`src/rtl/fnd_scan_controller.sv`:
```
// 14-bit binary to 4-digit BCD converter (sequential double-dabble) with a
// time-multiplexed digit-select/value/enable scan output for FND decoders.
module fnd_scan_controller #(
  parameter int CLK_HZ        = 100_000_000,
  parameter int SCAN_HZ       = 1_000,
  parameter int BLANK_LEADING = 1
) (
  input  logic        i_clk,
  input  logic        i_reset,
  input  logic        i_load,
  input  logic [13:0] i_Value,
  input  logic        i_EN,
  output logic        o_busy,
  output logic        o_ovf,
  output logic [1:0]  o_DigitSelect,
  output logic [3:0]  o_Value,
  output logic        o_EN
);

  localparam int DWELL = CLK_HZ / SCAN_HZ;
  localparam int PW    = (DWELL > 1) ? $clog2(DWELL) : 1;

  localparam logic [1:0] S_IDLE    = 2'd0;
  localparam logic [1:0] S_CONVERT = 2'd1;
  localparam logic [1:0] S_COMMIT  = 2'd2;

  logic [1:0]    state;
  logic [3:0]    iter;
  logic [13:0]   bin;
  logic [15:0]   bcd;
  logic [14:0]   bcd_adj;
  logic [15:0]   disp;
  logic [15:0]   disp_next;
  logic [PW-1:0] pres;
  logic          wrap;
  logic [1:0]    sel_next;
  logic          lead_zero;
  logic          blank;

  assign o_busy = (state != S_IDLE);

  // The thousands nibble never reaches 5 because inputs are clamped to 9999,
  // so only the lower three nibbles need the add-3 correction.
  always_comb begin
    bcd_adj = bcd[14:0];
    for (int k = 0; k < 3; k++) begin
      if (bcd[4*k +: 4] >= 4'd5) bcd_adj[4*k +: 4] = bcd[4*k +: 4] + 4'd3;
    end
  end

  // NOTE: sequential state uses non-blocking assignments so every register
  // samples pre-edge values; blocking here would create ordering races.
  always_ff @(posedge i_clk or posedge i_reset) begin
    if (i_reset) begin
      state <= S_IDLE;
      iter  <= '0;
      bin   <= '0;
      bcd   <= '0;
      o_ovf <= 1'b0;
      disp  <= '0;
    end else begin
      case (state)
        S_IDLE: begin
          if (i_load) begin
            state <= S_CONVERT;
            iter  <= '0;
            bcd   <= '0;
            if (i_Value > 14'd9999) begin
              bin   <= 14'd9999;
              o_ovf <= 1'b1;
            end else begin
              bin   <= i_Value;
              o_ovf <= 1'b0;
            end
          end
        end
        S_CONVERT: begin
          bcd  <= {bcd_adj, bin[13]};
          bin  <= {bin[12:0], 1'b0};
          iter <= iter + 4'd1;
          if (iter == 4'd13) state <= S_COMMIT;
        end
        S_COMMIT: begin
          disp  <= bcd;
          state <= S_IDLE;
        end
        default: state <= S_IDLE;
      endcase
    end
  end

  // A commit landing on a scan wrap must feed the freshly selected digit.
  assign disp_next = (state == S_COMMIT) ? bcd : disp;
  assign wrap      = (pres == PW'(DWELL - 1));
  assign sel_next  = o_DigitSelect + 2'd1;

  always_comb begin
    case (sel_next)
      2'd1:    lead_zero = (disp_next[15:4] == 12'd0);
      2'd2:    lead_zero = (disp_next[15:8] == 8'd0);
      2'd3:    lead_zero = (disp_next[15:12] == 4'd0);
      default: lead_zero = 1'b0;
    endcase
    blank = (BLANK_LEADING != 0) && lead_zero;
  end

  always_ff @(posedge i_clk or posedge i_reset) begin
    if (i_reset) begin
      pres          <= '0;
      o_DigitSelect <= 2'd0;
      o_Value       <= 4'd0;
      o_EN          <= 1'b0;
    end else if (wrap) begin
      pres          <= '0;
      o_DigitSelect <= sel_next;
      o_Value       <= disp_next[4*sel_next +: 4];
      o_EN          <= i_EN & ~blank;
    end else begin
      pres <= pres + PW'(1);
    end
  end

endmodule
```
`config.mk`:
```
export PLATFORM = sky130hd
export DESIGN_NAME = fnd_scan_controller
export DESIGN_NICKNAME = d
export VERILOG_FILES = /design/src/rtl/fnd_scan_controller.sv
export SDC_FILE = /design/constraint.sdc
export NUM_CORES = 1
export LEC_CHECK = 0
export BUFFER_PORTS_ARGS = -buffer_cell sky130_fd_sc_hd__buf_2
export CORE_MARGIN = 3
export CORE_UTILIZATION = 29
export DETAILED_ROUTE_END_ITERATION = 10
export MAX_ROUTING_LAYER = met4
export PLACE_DENSITY_LB_ADDON = 0.25
export SYNTH_ARGS = -nofsm -noshare
export SYNTH_HDL_FRONTEND = slang
export SYNTH_SLANG_ARGS = --single-unit
```
`constraint.sdc`:
```
create_clock -name i_clk -period 3.3 [get_ports i_clk]
set_input_delay 0.99 -clock i_clk [delete_from_list [all_inputs] [get_ports i_clk]]
set_output_delay 0.99 -clock i_clk [all_outputs]
set_load 0.01 [all_outputs]
```
; Word level (Yosys, flattened, before mapping)
; Index checks and enable logic that the tools add are counted.
[word_totals]
latchBits = 0
ff_bits = 77
memories = 0
ramBits = 0
wordCells = 58
rom_bits = 0
output_inout_bits = 9
[classes]
addsub = 6
n_lt_le_gt_ge = 4
div = 0
n_reduce_logical = 9
multipliers = 0
n_shift = 1
bitwise = 2
eq_ne = 9
n_mux = 17
[ops]
columns = operator, n
row1 = 2-to-1 mux 16 bit, 2
row2 = case mux 16 bit (2 select lines), 1
row3 = 2-to-1 mux 14 bit, 2
row4 = case mux 14 bit (2 select lines), 1
row5 = adder 17 x 1 -> 17 bit (second input constant), 1
row6 = == test 17 bit (second input constant), 1
row7 = 2-to-1 mux 17 bit, 1
row8 = 2-to-1 mux 4 bit, 4
row9 = variable part select 16 x 5 -> 4 bit, 1
row10 = > comparator 14 bit (second input constant), 1
row11 = adder 4 x 2 -> 4 bit (second input constant), 3
row12 = >= comparator 4 x 3 -> 1 bit (second input constant), 3
row13 = zero test 12 bit, 1
row14 = zero test 8 bit, 1
row15 = case mux 4 bit (2 select lines), 1
row16 = == test 2 bit (second input constant), 3
row17 = AND reduction 2 bit, 3
row18 = adder 4 x 1 -> 4 bit (second input constant), 1
row19 = == test 2 x 1 -> 1 bit (second input constant), 2
row20 = == test 4 bit (second input constant), 1
row21 = zero test 4 bit, 1
row22 = 2-to-1 mux 2 bit, 2
row23 = != test 2 bit (second input constant), 2
row24 = case mux 2 bit (2 select lines), 1
row25 = 7 further kinds, 8

; Depth between registers and ports, before layout
; Gate-level depths: netlist of run 1.
[depth]
word_depth = 6
depth_mapped = 7
mapped_depth_nobuf = 7

; Least setup slack after synthesis of run 1
; No wires, ideal clock.
[synth_timing]
path_kind = in2reg
start = in i_Value[6]
end = reg bin[0]
n_path_buf = 1
stages = 6
path_slack_ns = 1.239
required_ns = 3.163
arrival_time_ns = 1.924
path_cell_list = nor4_1 nor2_1 o31ai_1 or2_2 clkbuf_1 nand3_1
[synth_between]
elab_chain_cells = 4
[synth_rtl]
columns = item, line_no
row1 = "start, declared", 11  ; input logic [13:0] i_Value,
row2 = > comparator 14 bit, 68  ; if (i_Value > 14'd9999) begin
row3 = 2-to-1 mux 14 bit, 68
row4 = 2-to-1 mux 14 bit, 64  ; if (i_load) begin
row5 = case mux 14 bit (2 select lines), 62  ; case (state)
row6 = "end signal, assigned", 72  ; bin <= i_Value;
row7 = "end signal, assigned", 79  ; bin <= {bin[12:0], 1'b0};
row8 = "end, declared", 29  ; logic [13:0] bin;
; No other way between the ends. The select of a mux whose other input is x is not followed.
; A chain may end at the register's enable or synchronous reset.

; Final worst setup path of run 1
[layout_timing]
start = reg state[0]
end = reg o_Value[3]
[layout_between]
elab_chain_cells = 3
[layout_rtl]
columns = item, line_no
row1 = "start, declared", 27  ; logic [1:0] state;
row2 = "start signal, assigned", 55  ; state <= S_IDLE;
row3 = "start signal, assigned", 65  ; state <= S_CONVERT;
row4 = "start signal, assigned", 81  ; if (iter == 4'd13) state <= S_COMMIT;
row5 = == test 2 bit, 93  ; assign disp_next = (state == S_COMMIT) ? bcd : disp;
row6 = 2-to-1 mux 16 bit, --
row7 = named net disp_next[11], 33  ; logic [15:0] disp_next;
row8 = variable part select 16 x 5 -> 4 bit, 116  ; o_Value <= disp_next[4*sel_next +: 4];
row9 = "end signal, assigned", 116
row10 = "end, declared", 16  ; output logic [3:0] o_Value,
; The timed path passes the listed nets, and every way through them passes these cells.

==> out/qor.yml, run 1 <==
route:
  detail_route.drc_violations: 0
  initialDrtViolationCount: 109
  vias: 2548
  mean_routed_wirelength_per_cell_um: 14.2
  viasPerCell: 4.70
  ant_nets: 0
  pre_antenna_drt_iters: 4
  wl_um: 7710
finish:
  mostFrequentLayoutCell: "sky130_fd_sc_hd__dfrtp_1"
  antenna_cells_inserted: 0
  final_cell_mix: "77 x sky130_fd_sc_hd__dfrtp_1, 34 x sky130_fd_sc_hd__nand2_1, 26 x sky130_fd_sc_hd__buf_2"
  total_area_of_sequential_cells_sq_um: 1930
  layout-drive-gt1-share_pct: 19.5
  nets: 401
  multiInputGateArea_sq_um: 1670
  fillers: 1238
  layout-area-overhead-vs-synth_pct: 17.1
  stdcell_count: 542
clocking:
  cts_num_sinks: 77
  clk_path_buf_depth: 2
  worst_skew_pair.late_latency_ns: 0.33
  cts_htree_levels: 3
  cts_tree: "done"
  post_cts.repair.setup_buffers: 0
  cts_inserted_buffers: 9
  hold_fix_buffers_cts: 0
  clock-root-buffer: "sky130_fd_sc_hd__clkbuf_16"
  cts.reportedPaths.clkPinSlew_ns: 0.06
  postCtsResizedCells: 0
sta:
  timing.final.crit_period_ns: 2.23
  setup_viol_count_final: 0
  finalCritPeriodShare_pct: 67.5
  timing.clock.skew_ns: 0.00688
  timing_hold_violations_final: 0
  tightest_slew_ns: 0.654
  setup_tns_ns: 0
  max_slew_margin_pct: 56.4
  grt_setup_unrepaired: "no"
  maxClockFrequency_mhz: 449
  layout_setup_ws_ns: 1.07
  final-max-slew-violation-count: 0
  worst_hold_margin_ns: 0.471
die:
  floorplan.core_area_sq_um: 12300
  die_w_um: 119
  die-area_sq_um: 14200
  die_h_um: 119
  start_util_pct: 30.3
  placement_rows: 40
  top_level_ports: 27
logic_synthesis:
  synthTopCellsByArea: "sky130_fd_sc_hd__dfrtp_1 52%, sky130_fd_sc_hd__ha_1 4.4%, sky130_fd_sc_hd__mux2_4 3.6%, sky130_fd_sc_hd__nand2_1 3.4%, sky130_fd_sc_hd__nand3_1 3.4%"
  ys.warnings.count: 0
  syn_std_cell_area_sq_um: 3710
  netlist.top_cell.by_area: "sky130_fd_sc_hd__dfrtp_1"
  sequential_share_of_the_synthesized_area_pct: 51.9
  synth.ff_latch_count: 77
  synth_top_area_share_pct: 51.9
  synthesis.nets: 371
  synth_cell_types: 41
  syn-instance-count: 340
  syn_avg_cell_area_sq_um: 10.9
power_and_ir_drop:
  switching_share_pct: 32.9
  netSwitchingPower_uw: 1120
  power_leakage_uw: 0.00199
  pwr-share-clk_pct: 29.2
  pnr_total_power_uw: 3390
  power.internal_uw: 2280
  powerDensity_nw_per_um2: 781
  power_frac_comb_pct: 28.7
  ir_drop_mv: 0.317
  relative_contribution_of_sequential_cells_to_total_power_pct: 42.1
global_route:
  grt_max_degree: 44
  first_global_vias: 2528
  grt-ovfl-total: 0
  globalRouteTotalUtil_pct: 11.8
  grt_antenna_before_repair: 0
  grt_pass1_wl_um: 13100
worst_setup_path:
  crit_arrival_ns: 2.44
  slack_of_the_worst_reg_to_reg_path_ns: 1.07
  startpoint_type: "register"
  worst_r2r_start: "state[0]"
  critPathCaptureType: "register"
  path_class: "reg2reg"
  critPathRequiredTime_ns: 3.51
  worstPathMaxFanout: 22
  worstReg2RegEnd: "o_Value[3]"
  rr_worst_depth: 4
  cp-startpoint: "state[0]"
place:
  place.detailed.instances: 527
  dp_hpwl_um: 5380
  number_of_i_o_port_buffers: 26
  routabilityCongestion: 0.748
  post-place-ws_ns: 1.05
worst_hold_path:
  timing.hold.worst.start: "bin[10]"
  hold_path_depth: 2
  hold_path.class: "reg2reg"
  min_to: "bin[11]"
job:
  drv.max_cap_violation_count: 0
outcome:
  status: "finished clean"
==> synthesized netlist by cell type <==
cell,instances
sky130_fd_sc_hd__dfrtp_1,77
sky130_fd_sc_hd__nand2_1,34
sky130_fd_sc_hd__nand3_1,25
sky130_fd_sc_hd__nor2_1,25
sky130_fd_sc_hd__o21ai_0,19
sky130_fd_sc_hd__ha_1,13
sky130_fd_sc_hd__inv_1,12
sky130_fd_sc_hd__xnor2_1,12
sky130_fd_sc_hd__a21oi_1,10
sky130_fd_sc_hd__mux2_2,10
sky130_fd_sc_hd__clkbuf_1,9
sky130_fd_sc_hd__mux2_4,9
sky130_fd_sc_hd__a22oi_1,8
sky130_fd_sc_hd__xor2_1,8
sky130_fd_sc_hd__nand4_1,6
sky130_fd_sc_hd__nand2b_1,5
sky130_fd_sc_hd__o31ai_1,5
sky130_fd_sc_hd__a21o_1,4
sky130_fd_sc_hd__a22o_1,4
sky130_fd_sc_hd__and3_1,4
sky130_fd_sc_hd__mux4_2,4
sky130_fd_sc_hd__nor4_1,4
sky130_fd_sc_hd__a32o_1,3
sky130_fd_sc_hd__and2_1,3
sky130_fd_sc_hd__nor3_1,3
sky130_fd_sc_hd__nor3b_1,3
sky130_fd_sc_hd__and4_1,2
sky130_fd_sc_hd__buf_2,2
sky130_fd_sc_hd__buf_6,2
sky130_fd_sc_hd__nor2b_1,2
sky130_fd_sc_hd__o21ai_1,2
sky130_fd_sc_hd__or4_1,2
sky130_fd_sc_hd__a211oi_1,1
sky130_fd_sc_hd__and2_0,1
sky130_fd_sc_hd__mux2_1,1
sky130_fd_sc_hd__mux2i_1,1
sky130_fd_sc_hd__nand4b_1,1
sky130_fd_sc_hd__nand4bb_1,1
sky130_fd_sc_hd__nor2b_4,1
sky130_fd_sc_hd__o41ai_1,1
sky130_fd_sc_hd__or2_2,1
==> state kept, by name (all words and copies together), names as in the netlist, 2 cells and up <==
register       flops
bcd               16
bin               14
disp              16
iter               4
o_DigitSelect      2
o_Value            4
pres              17
state              2
==> area by class of cell <==
| type | count | share of cell area [%] |
|---|---|---|
| sequential | 77 | 44.3 |
| clock inverter | 4 | 1.09 |
| inverter | 12 | 1.07 |
| timing repair buffer | 32 | 4.32 |
| tap | 168 | 4.84 |
| multi-input combinational | 238 | 38.5 |
| clock buffer | 11 | 5.82 |
==> stage by stage <==
step                instance area [sq um]  util, %
floorplan                            3710        -
global placement                     4050     33.0
detailed placement                   4050     33.0
CTS                                  4350     35.4
global route                         4350     35.4
finish                               4350     35.4
==> cells by family (layout without fill, tap and decap cells) <==
kind of cell               Yosys count  after routing  synth area share [%]
and+or+nand+nor                    123            123                  16.5
DFF                                 77             77                  51.9
AOI/OAI and AO/OA                   57             57                  9.81
muxes                               25             25                  9.67
buffers and inverters               25             59                  3.00
xor gates and xnor gates            20             20                  4.72
adders and majority gates           13             13                  4.38
==> worst max-delay path, stage by stage, from the launching register on <==
cell and delay, ns:
sky130_fd_sc_hd__dfrtp_1 0.42, sky130_fd_sc_hd__nor2b_4 0.54, sky130_fd_sc_hd__mux2_2 0.42, sky130_fd_sc_hd__mux4_2 0.46, sky130_fd_sc_hd__mux2_4 0.27
==> worst max-delay path by stage <==
stage	to	slack (ns)	depth (start not counted)
6_report	o_Value[3]	1.07	4
2_1_floorplan	bcd[0]	0.34	1
3_5_place_dp	bin[6]	1.05	7
3_3_place_gp	bin[5]	1.06	7
4_1_cts	o_Value[3]	1.05	4
5_1_grt	o_Value[0]	0.92	4
==> power by group through the flow <==
stage               Clock (uW)  Combinational [uW]  Sequential [uW]
floorplan                    0                 768             1370
global placement             0                 961             1440
detailed placement           0                 983             1440
CTS                       1020                 992             1430
global route              1060                1120             1470
finish                     991                 973             1430
==> metal layers <==
layer  global-route usage (%)  vias up  part of all wire, %
li1                         -     1264                    -
met3                     2.09       12                  1.8
met2                     17.6       24                   46
met4                     5.58        0                  2.0
met5                        -        -                    0
met1                     15.8     1248                   50
Power figures use the tool's default switching activity.
==> run 2, diff against run 1 <==
--- a/config.mk
+++ b/config.mk
@@ -5,6 +5,7 @@
 export SDC_FILE = /design/constraint.sdc
 export NUM_CORES = 1
 export LEC_CHECK = 0
+export ABC_AREA = 1
 export BUFFER_PORTS_ARGS = -buffer_cell sky130_fd_sc_hd__buf_2
 export CORE_MARGIN = 3
 export CORE_UTILIZATION = 29
==> constraint.sdc (replaced) <==
create_clock -name i_clk -period 2.3 [get_ports i_clk]
set_input_delay 0.69 -clock i_clk [delete_from_list [all_inputs] [get_ports i_clk]]
set_output_delay 0.69 -clock i_clk [all_outputs]
set_load 0.01 [all_outputs]
==> out/qor.yml, run 2 <==
outcome:
  status: "finished clean"  # unchanged
logic_synthesis:
  ys.warnings.count: 0  # unchanged
  dominantRegCellSynth: "sky130_fd_sc_hd__dfrtp_1"  # unchanged
  syn_avg_cell_area_sq_um: 8.45  # was 10.9 sq um
  synth.ff_latch_count: 77  # unchanged
  synth_cell_types: 38  # was 41
  synth_enable_flop_cells: 0  # unchanged
  share_of_flip_flops_with_an_asynchronous_set_or_reset_pct: 100  # unchanged
  syn-instance-count: 455  # was 340
  synth.cells.most_frequent: "103 x sky130_fd_sc_hd__nand2_1, 77 x sky130_fd_sc_hd__dfrtp_1, 71 x sky130_fd_sc_hd__inv_1"  # was 77 x sky130_fd_sc_hd__dfrtp_1, 34 x sky130_fd_sc_hd__nand2_1, 25 x sky130_fd_sc_hd__nand3_1, 25 x sky130_fd_sc_hd__nor2_1, 19 x sky130_fd_sc_hd__o21ai_0
  sequential_share_of_the_synthesized_area_pct: 50.1  # was 51.9%
  netlist.top_cell.by_area: "sky130_fd_sc_hd__dfrtp_1"  # unchanged
  synthTopCellsByArea: "sky130_fd_sc_hd__dfrtp_1 50%, sky130_fd_sc_hd__nand2_1 10%, sky130_fd_sc_hd__inv_1 6.9%, sky130_fd_sc_hd__ha_1 4.2%, sky130_fd_sc_hd__nor2_1 4.0%"  # was sky130_fd_sc_hd__dfrtp_1 52%, sky130_fd_sc_hd__ha_1 4.4%, sky130_fd_sc_hd__mux2_4 3.6%, sky130_fd_sc_hd__nand2_1 3.4%, sky130_fd_sc_hd__nand3_1 3.4%
  synthesis.nets: 486  # was 371
  syn_std_cell_area_sq_um: 3840  # was 3710 sq um
  synth_top_area_share_pct: 50.1  # was 51.9%
  top_count_cell_post_synth: "sky130_fd_sc_hd__nand2_1"  # was sky130_fd_sc_hd__dfrtp_1
power_and_ir_drop:
  power_frac_comb_pct: 31.7  # was 28.7%
  switching_share_pct: 36.0  # was 32.9%
  power_leakage_uw: 0.00224  # was 0.00199 uW
  pnr_total_power_uw: 5080  # was 3390 uW
  relative_contribution_of_sequential_cells_to_total_power_pct: 39.5  # was 42.1%
  power.internal_uw: 3250  # was 2280 uW
  netSwitchingPower_uw: 1830  # was 1120 uW
  pwr-share-clk_pct: 28.8  # was 29.2%
  ir_drop_mv: 0.427  # was 0.317 mV
  powerDensity_nw_per_um2: 1130  # was 781 nW/um^2
global_route:
  grt_antenna_before_repair: 0  # unchanged
  globalRouteTotalUtil_pct: 13.0  # was 11.8%
  grt_pass1_wl_um: 14700  # was 13100 um
  grt-ovfl-total: 0  # unchanged
  first_global_vias: 3093  # was 2528
  grt_max_degree: 43  # was 44
worst_setup_path:
  slack_of_the_worst_reg_to_reg_path_ns: 0.48  # was 1.07 ns
  crit_arrival_ns: 1.22  # was 2.44 ns
  cp.depth: 3  # was 4
  worstReg2RegEnd: "o_Value[1]"  # was o_Value[3]
  startpoint_type: "register"  # unchanged
  timing.critical_path.cells: "nor2_2 > inv_1 > buf_2"  # was nor2b_4 > mux2_2 > mux4_2 > mux2_4
  critPathCaptureType: "primary output"  # was register
  cpMaxStageDelayCell: "sky130_fd_sc_hd__dfrtp_1"  # was sky130_fd_sc_hd__nor2b_4
  critical_path.n_buffers_inverters: 2  # was 0
  worstSetupEndpoint: "o_busy"  # was o_Value[3]
  path_class: "reg2out"  # was reg2reg
  worstPathMaxFanout: 6  # was 22
  cp-startpoint: "state[1]"  # was state[0]
  worst_r2r_start: "o_DigitSelect[0]"  # was state[0]
  cp_slowest_stage_delay_ns: 0.45  # was 0.54 ns
  rr_worst_depth: 7  # was 4
  critPathRequiredTime_ns: 1.61  # was 3.51 ns
  critical_path.top_delay_family: "flip-flops"  # was multiplexers
place:
  post-place-ws_ns: 0.494  # was 1.05 ns
  dp_hpwl_um: 6100  # was 5380 um
  routabilityCongestion: 0.870  # was 0.748
  number_of_i_o_port_buffers: 26  # unchanged
  placement.cell_area_sq_um: 4200  # was 4050 sq um
  place.detailed.instances: 652  # was 527
finish:
  regMostFlops: "pres"  # unchanged
  stdcell_count: 668  # was 542
  antenna_cells_inserted: 0  # unchanged
  nets: 522  # was 401
  final_cell_mix: "103 x sky130_fd_sc_hd__nand2_1, 77 x sky130_fd_sc_hd__dfrtp_1, 70 x sky130_fd_sc_hd__inv_1"  # was 77 x sky130_fd_sc_hd__dfrtp_1, 34 x sky130_fd_sc_hd__nand2_1, 26 x sky130_fd_sc_hd__buf_2
  layout-drive-gt1-share_pct: 13.1  # was 19.5%
  fillers: 1332  # was 1238
  mostFrequentLayoutCell: "sky130_fd_sc_hd__nand2_1"  # was sky130_fd_sc_hd__dfrtp_1
  largest_register_ffs: 17  # unchanged
  layout_top_registers: "pres: 17 flops, bcd: 16 flops, disp: 16 flops"  # unchanged
  final_design_area_no_fill_sq_um: 4510  # was 4350 sq um
  layout-area-overhead-vs-synth_pct: 17.4  # was 17.1%
sta:
  maxClockFrequency_mhz: 522
  tightest_slew_ns: 0.577  # was 0.654 ns
  timing.clock.skew_ns: 0.00687  # was 0.00688 ns
  timing_hold_violations_final: 0  # unchanged
  setup_viol_count_final: 0  # unchanged
  timing.final.crit_period_ns: 1.91
  final-max-slew-violation-count: 0  # unchanged
  max_slew_margin_pct: 61.4  # was 56.4%
  grt_setup_unrepaired: "no"  # unchanged
  finalCritPeriodShare_pct: 83.2
  layout_setup_ws_ns: 0.386  # was 1.07 ns
  setup_tns_ns: 0  # unchanged
clocking:
  cts_num_sinks: 77  # unchanged
  cts_tree: "done"  # unchanged
  cts_htree_levels: 3  # unchanged
  cts_inserted_buffers: 9  # unchanged
  clock-root-buffer: "sky130_fd_sc_hd__clkbuf_16"  # unchanged
  post_cts.repair.setup_buffers: 0  # unchanged
  clk_path_buf_depth: 2  # unchanged
  postCtsResizedCells: 0  # unchanged
  worst_skew_pair.late_latency_ns: 0.34  # was 0.33 ns
  hold_fix_buffers_cts: 0  # unchanged
  cts.reportedPaths.clkPinSlew_ns: 0.06  # about the same
die:
  top_level_ports: 27  # unchanged
  die-area_sq_um: 14700  # was 14200 sq um
  die_w_um: 121  # was 119 um
  start_util_pct: 30.1  # was 30.3%
  placement_rows: 41  # was 40
  floorplan.core_area_sq_um: 12800  # was 12300 sq um
  die_h_um: 121  # was 119 um
route:
  detail_route.drc_violations: 0  # unchanged
  vias: 3069  # was 2548
  viasPerCell: 4.59  # was 4.70
  initialDrtViolationCount: 241  # was 109
  wl_um: 8360  # was 7710 um
  mean_routed_wirelength_per_cell_um: 12.5  # was 14.2 um
  ant_nets: 0  # unchanged
  pre_antenna_drt_iters: 5  # was 4
worst_hold_path:
  hold_path.class: "in2async"  # was reg2reg
job:
  drv.max_cap_violation_count: 0  # unchanged
## run 2: changes by cell type in the layout (fill, tap and decap cells not counted), sizes merged, moves of 5 or more
cell | previous run | this run
mux2 | 20 | 0
nor2 | 25 | 44
nand3 | 25 | 16
inv | 11 | 74
nand2b | 5 | 0
o21ai | 21 | 40
nand2 | 34 | 105
xnor2 | 12 | 2
o22ai | 0 | 12
## run 2: cells by family (layout without fill, tap and decap cells)
kind of cell / count (synthesis) / in the layout / share of synthesized area [%]
compound gates: 80 / 80 / 12.7
xor+xnor: 13 / 13 / 2.96
fa+ha+maj: 13 / 13 / 4.23
buf+inv: 84 / 125 / 8.95
flops: 77 / 77 / 50.1
simple gates: 188 / 188 / 21.0
## run 2: worst min-delay path by stage
stage                    to  slack [ns]  cells past startpoint
finish                 o_EN        0.41                      2
global route           o_EN        0.45                      2
CTS                 pres[9]        0.43                      2
detailed placement  pres[0]        0.46                      1
global placement    pres[0]        0.45                      1
floorplan           pres[0]        0.43                      1
## run 2: cell type report
class	count	area (sq um)	area share, %
tap	172	215	4.77
timing repair buffer	34	203	4.49
inverter	75	285	6.32
clock inverter	6	71.3	1.58
clock buffer	10	239	5.30
sequential	77	1930	42.7
multi-input combinational	294	1570	34.8
## run 2: power by group through the flow
| stage | Clock (uW) | Combinational (uW) | Sequential, uW |
|---|---|---|---|
| floorplan | 0 | 1250 | 1960 |
| global placement | 0 | 1580 | 2020 |
| detailed placement | 0 | 1610 | 2030 |
| CTS | 1510 | 1620 | 2010 |
| global route | 1560 | 1870 | 2050 |
| finish | 1460 | 1610 | 2010 |
## run 2: per-layer routing
layer	up-vias	track usage, %	wire (um)
li1	1557	-	-
met1	1438	17.4	4210
met2	63	18.7	3610
met3	11	3.31	399
met4	0	5.45	142
met5	-	-	0
## run 2: metrics by stage
step           hold slack [ns]  utilization, %
2_1_floorplan            0.433               -
3_3_place_gp             0.445            32.9
3_5_place_dp             0.460            32.9
4_1_cts                  0.425            35.3
5_1_grt                  0.453            35.3
6_report                 0.411            35.3
==> run 3, diff against run 2 <==
--- a/config.mk
+++ b/config.mk
@@ -5,7 +5,7 @@
 export SDC_FILE = /design/constraint.sdc
 export NUM_CORES = 1
 export LEC_CHECK = 0
-export ABC_AREA = 1
+export ABC_AREA = 0
 export BUFFER_PORTS_ARGS = -buffer_cell sky130_fd_sc_hd__buf_2
 export CORE_MARGIN = 3
 export CORE_UTILIZATION = 29
==> constraint.sdc (replaced) <==
create_clock -name i_clk -period 1.63 [get_ports i_clk]
set_input_delay 0.489 -clock i_clk [delete_from_list [all_inputs] [get_ports i_clk]]
set_output_delay 0.489 -clock i_clk [all_outputs]
set_load 0.01 [all_outputs]
==> out/qor.yml, run 3 (same netlist as run 1, synthesis figures left out) <==
outcome:
  status: "complete, but fails checks"  # was finished clean
  violations: "negative setup slack"
sta:
  layout_setup_ws_ns: -0.280  # was 0.386 ns
  finalCritPeriodShare_pct: 117
  maxClockFrequency_mhz: 524
  max_slew_margin_pct: 71.3  # was 61.4%
  final-max-slew-violation-count: 0  # unchanged
  grt_setup_unrepaired: "yes"  # was no
  timing.clock.skew_ns: 0.00454  # was 0.00687 ns
  timing.final.crit_period_ns: 1.91
  setup_viol_count_final: 6  # was 0
  timing_hold_violations_final: 0  # unchanged
  tightest_slew_ns: 0.430  # was 0.577 ns
worst_setup_path:
  cp_slowest_stage_delay_ns: 0.46  # was 0.45 ns
  worst_r2r_start: "state[0]"  # was o_DigitSelect[0]
  worstPathMaxFanout: 18  # was 6
  critical_path.top_delay_family: "multiplexers"  # was flip-flops
  slack_of_the_worst_reg_to_reg_path_ns: -0.28  # was 0.48 ns
  startpoint_type: "register"  # unchanged
  crit_arrival_ns: 2.13  # was 1.22 ns
  worstSetupEndpoint: "o_Value[3]"  # was o_busy
  cp-startpoint: "state[0]"  # was state[1]
  cpMaxStageDelayCell: "sky130_fd_sc_hd__mux4_2"  # was sky130_fd_sc_hd__dfrtp_1
  rr_worst_depth: 5  # was 7
  timing.critical_path.cells: "nor2b_4 > buf_12 > mux2_2 > mux4_2 > mux2_4"  # was nor2_2 > inv_1 > buf_2
  path_class: "reg2reg"  # was reg2out
  critPathRequiredTime_ns: 1.85  # was 1.61 ns
  critPathCaptureType: "register"  # was primary output
  cp.depth: 5  # was 3
  critical_path.n_buffers_inverters: 1  # was 2
  worstReg2RegEnd: "o_Value[3]"  # was o_Value[1]
place:
  routabilityCongestion: 0.776  # was 0.870
  post-place-ws_ns: -0.549  # was 0.494 ns
  dp_hpwl_um: 5910  # was 6100 um
  number_of_i_o_port_buffers: 26  # unchanged
route:
  wl_um: 8520  # was 8360 um
  mean_routed_wirelength_per_cell_um: 14.8  # was 12.5 um
  initialDrtViolationCount: 141  # was 241
  detail_route.drc_violations: 0  # unchanged
  vias: 2749  # was 3069
  ant_nets: 0  # unchanged
  pre_antenna_drt_iters: 4  # was 5
  viasPerCell: 4.77  # was 4.59
power_and_ir_drop:
  switching_share_pct: 33.8  # was 36.0%
  power.internal_uw: 4700  # was 3250 uW
  relative_contribution_of_sequential_cells_to_total_power_pct: 40.6  # was 39.5%
  powerDensity_nw_per_um2: 1510  # was 1130 nW/um^2
  power_frac_comb_pct: 32.6  # was 31.7%
  netSwitchingPower_uw: 2400  # was 1830 uW
  power_leakage_uw: 0.00218  # was 0.00224 uW
  ir_drop_mv: 0.661  # was 0.427 mV
  pwr-share-clk_pct: 26.8  # was 28.8%
  pnr_total_power_uw: 7100  # was 5080 uW
clocking:
  clock-root-buffer: "sky130_fd_sc_hd__clkbuf_16"  # unchanged
  cts_inserted_buffers: 9  # unchanged
  cts_num_sinks: 77  # unchanged
  cts_tree: "done"  # unchanged
  clk_path_buf_depth: 2  # unchanged
  hold_fix_buffers_cts: 0  # unchanged
  worst_skew_pair.late_latency_ns: 0.34  # about the same
  cts_htree_levels: 3  # unchanged
  cts.reportedPaths.clkPinSlew_ns: 0.06  # about the same
finish:
  mostFrequentLayoutCell: "sky130_fd_sc_hd__dfrtp_1"  # was sky130_fd_sc_hd__nand2_1
  layout_top_registers: "pres: 17 flops, bcd: 16 flops, disp: 16 flops"  # unchanged
  final_cell_mix: "75 x sky130_fd_sc_hd__dfrtp_1, 35 x sky130_fd_sc_hd__buf_4, 34 x sky130_fd_sc_hd__nand2_1"  # was 103 x sky130_fd_sc_hd__nand2_1, 77 x sky130_fd_sc_hd__dfrtp_1, 70 x sky130_fd_sc_hd__inv_1
  fillers: 1222  # was 1332
  layout-area-overhead-vs-synth_pct: 26.6  # was 17.4%
  layout-drive-gt1-share_pct: 29.7  # was 13.1%
  regMostFlops: "pres"  # unchanged
  largest_register_ffs: 17  # unchanged
  nets: 435  # was 522
  antenna_cells_inserted: 0  # unchanged
die:
  top_level_ports: 27  # unchanged
  start_util_pct: 30.3  # was 30.1%
  die-area_sq_um: 14200  # was 14700 sq um
  placement_rows: 40  # was 41
  die_w_um: 119  # was 121 um
  floorplan.core_area_sq_um: 12300  # was 12800 sq um
  die_h_um: 119  # was 121 um
global_route:
  first_global_vias: 2839  # was 3093
  grt_pass1_wl_um: 14500  # was 14700 um
  grt_antenna_before_repair: 0  # unchanged
  grt_max_degree: 78  # was 43
  globalRouteTotalUtil_pct: 13.2  # was 13.0%
  grt-ovfl-total: 0  # unchanged
worst_hold_path:
  hold_path.class: "in2async"  # unchanged
job:
  drv.max_cap_violation_count: 0  # unchanged
## run 3: changes by cell type in the layout (fill, tap and decap cells not counted), sizes merged, moves of 9 or more
cell,change
nand2,-71
inv,-63
buf,+32
mux2,+20
nor2,-19
o21ai,-19
o22ai,-12
xnor2,+10
nand3,+9
## run 3: area by class of cell
type / count / area (sq um) / share of cell area [%]
clock buffers: 14 / 274 / 5.83
clock inverters: 1 / 5.00 / 0.106
inverters: 12 / 48.8 / 1.04
multi-input cells: 238 / 1760 / 37.4
flip-flops and latches: 77 / 1930 / 41.0
well taps: 168 / 210 / 4.47
repair buffers: 66 / 475 / 10.1
## run 3: worst min path at each step
stage,endpoint,startpoint,cells after the start,slack [ns]
4_1_cts,bcd[2],i_reset,3,0.28
3_3_place_gp,bin[12],bin[11],2,0.46
2_1_floorplan,bin[11],bin[10],2,0.44
5_1_grt,bcd[2],i_reset,3,0.31
6_report,bcd[3],i_reset,3,0.25
3_5_place_dp,bin[12],bin[11],2,0.47
## run 3: through the flow
stage | TNS [ns] | util [%] | hold slack (ns) | area, sq um | std cells
final | -1.20 | 38.3 | 0.251 | 4700 | 576
after global routing | -1.66 | 38.3 | 0.310 | 4700 | 576
after floorplan | -0.979 | - | 0.439 | 3720 | 340
after global placement | -2.79 | 35.1 | 0.457 | 4310 | 559
after CTS | -1.25 | 37.9 | 0.284 | 4640 | 576
after detailed placement | -2.92 | 35.1 | 0.472 | 4310 | 559
## run 3: per-layer routing
layer	part of all wire [%]	GRT usage, %
met5	0	-
met1	47	17.2
met3	3.5	2.61
met4	2.1	6.15
met2	47	20.0
## run 3: worst reg2reg max path: cells and delay by family, from the launching register on
kind | cells | cell delay (ns)
multiplexers | 3 | 1.09
flip-flops | 1 | 0.40
buffers and inverters | 1 | 0.17
AND/OR/NAND/NOR | 1 | 0.14
## run 3: power groups by stage
| stage | Sequential (uW) | Clock, uW | Combinational (uW) |
|---|---|---|---|
| global placement | 2910 | 0 | 2160 |
| detailed placement | 2900 | 0 | 2230 |
| floorplan | 2770 | 0 | 1560 |
| CTS | 2890 | 1960 | 2280 |
| global route | 2950 | 2040 | 2630 |
| finish | 2890 | 1900 | 2310 |
## run 3: repair_timing
| action | in CTS | in global routing |
|---|---|---|
| cloned | 0 | 0 |
| pin swaps | 0 | 2 |
| setup endpoints to repair | 13 | 23 |
| resized for setup | 7 | 17 |
| buffers inserted | 2 | 0 |
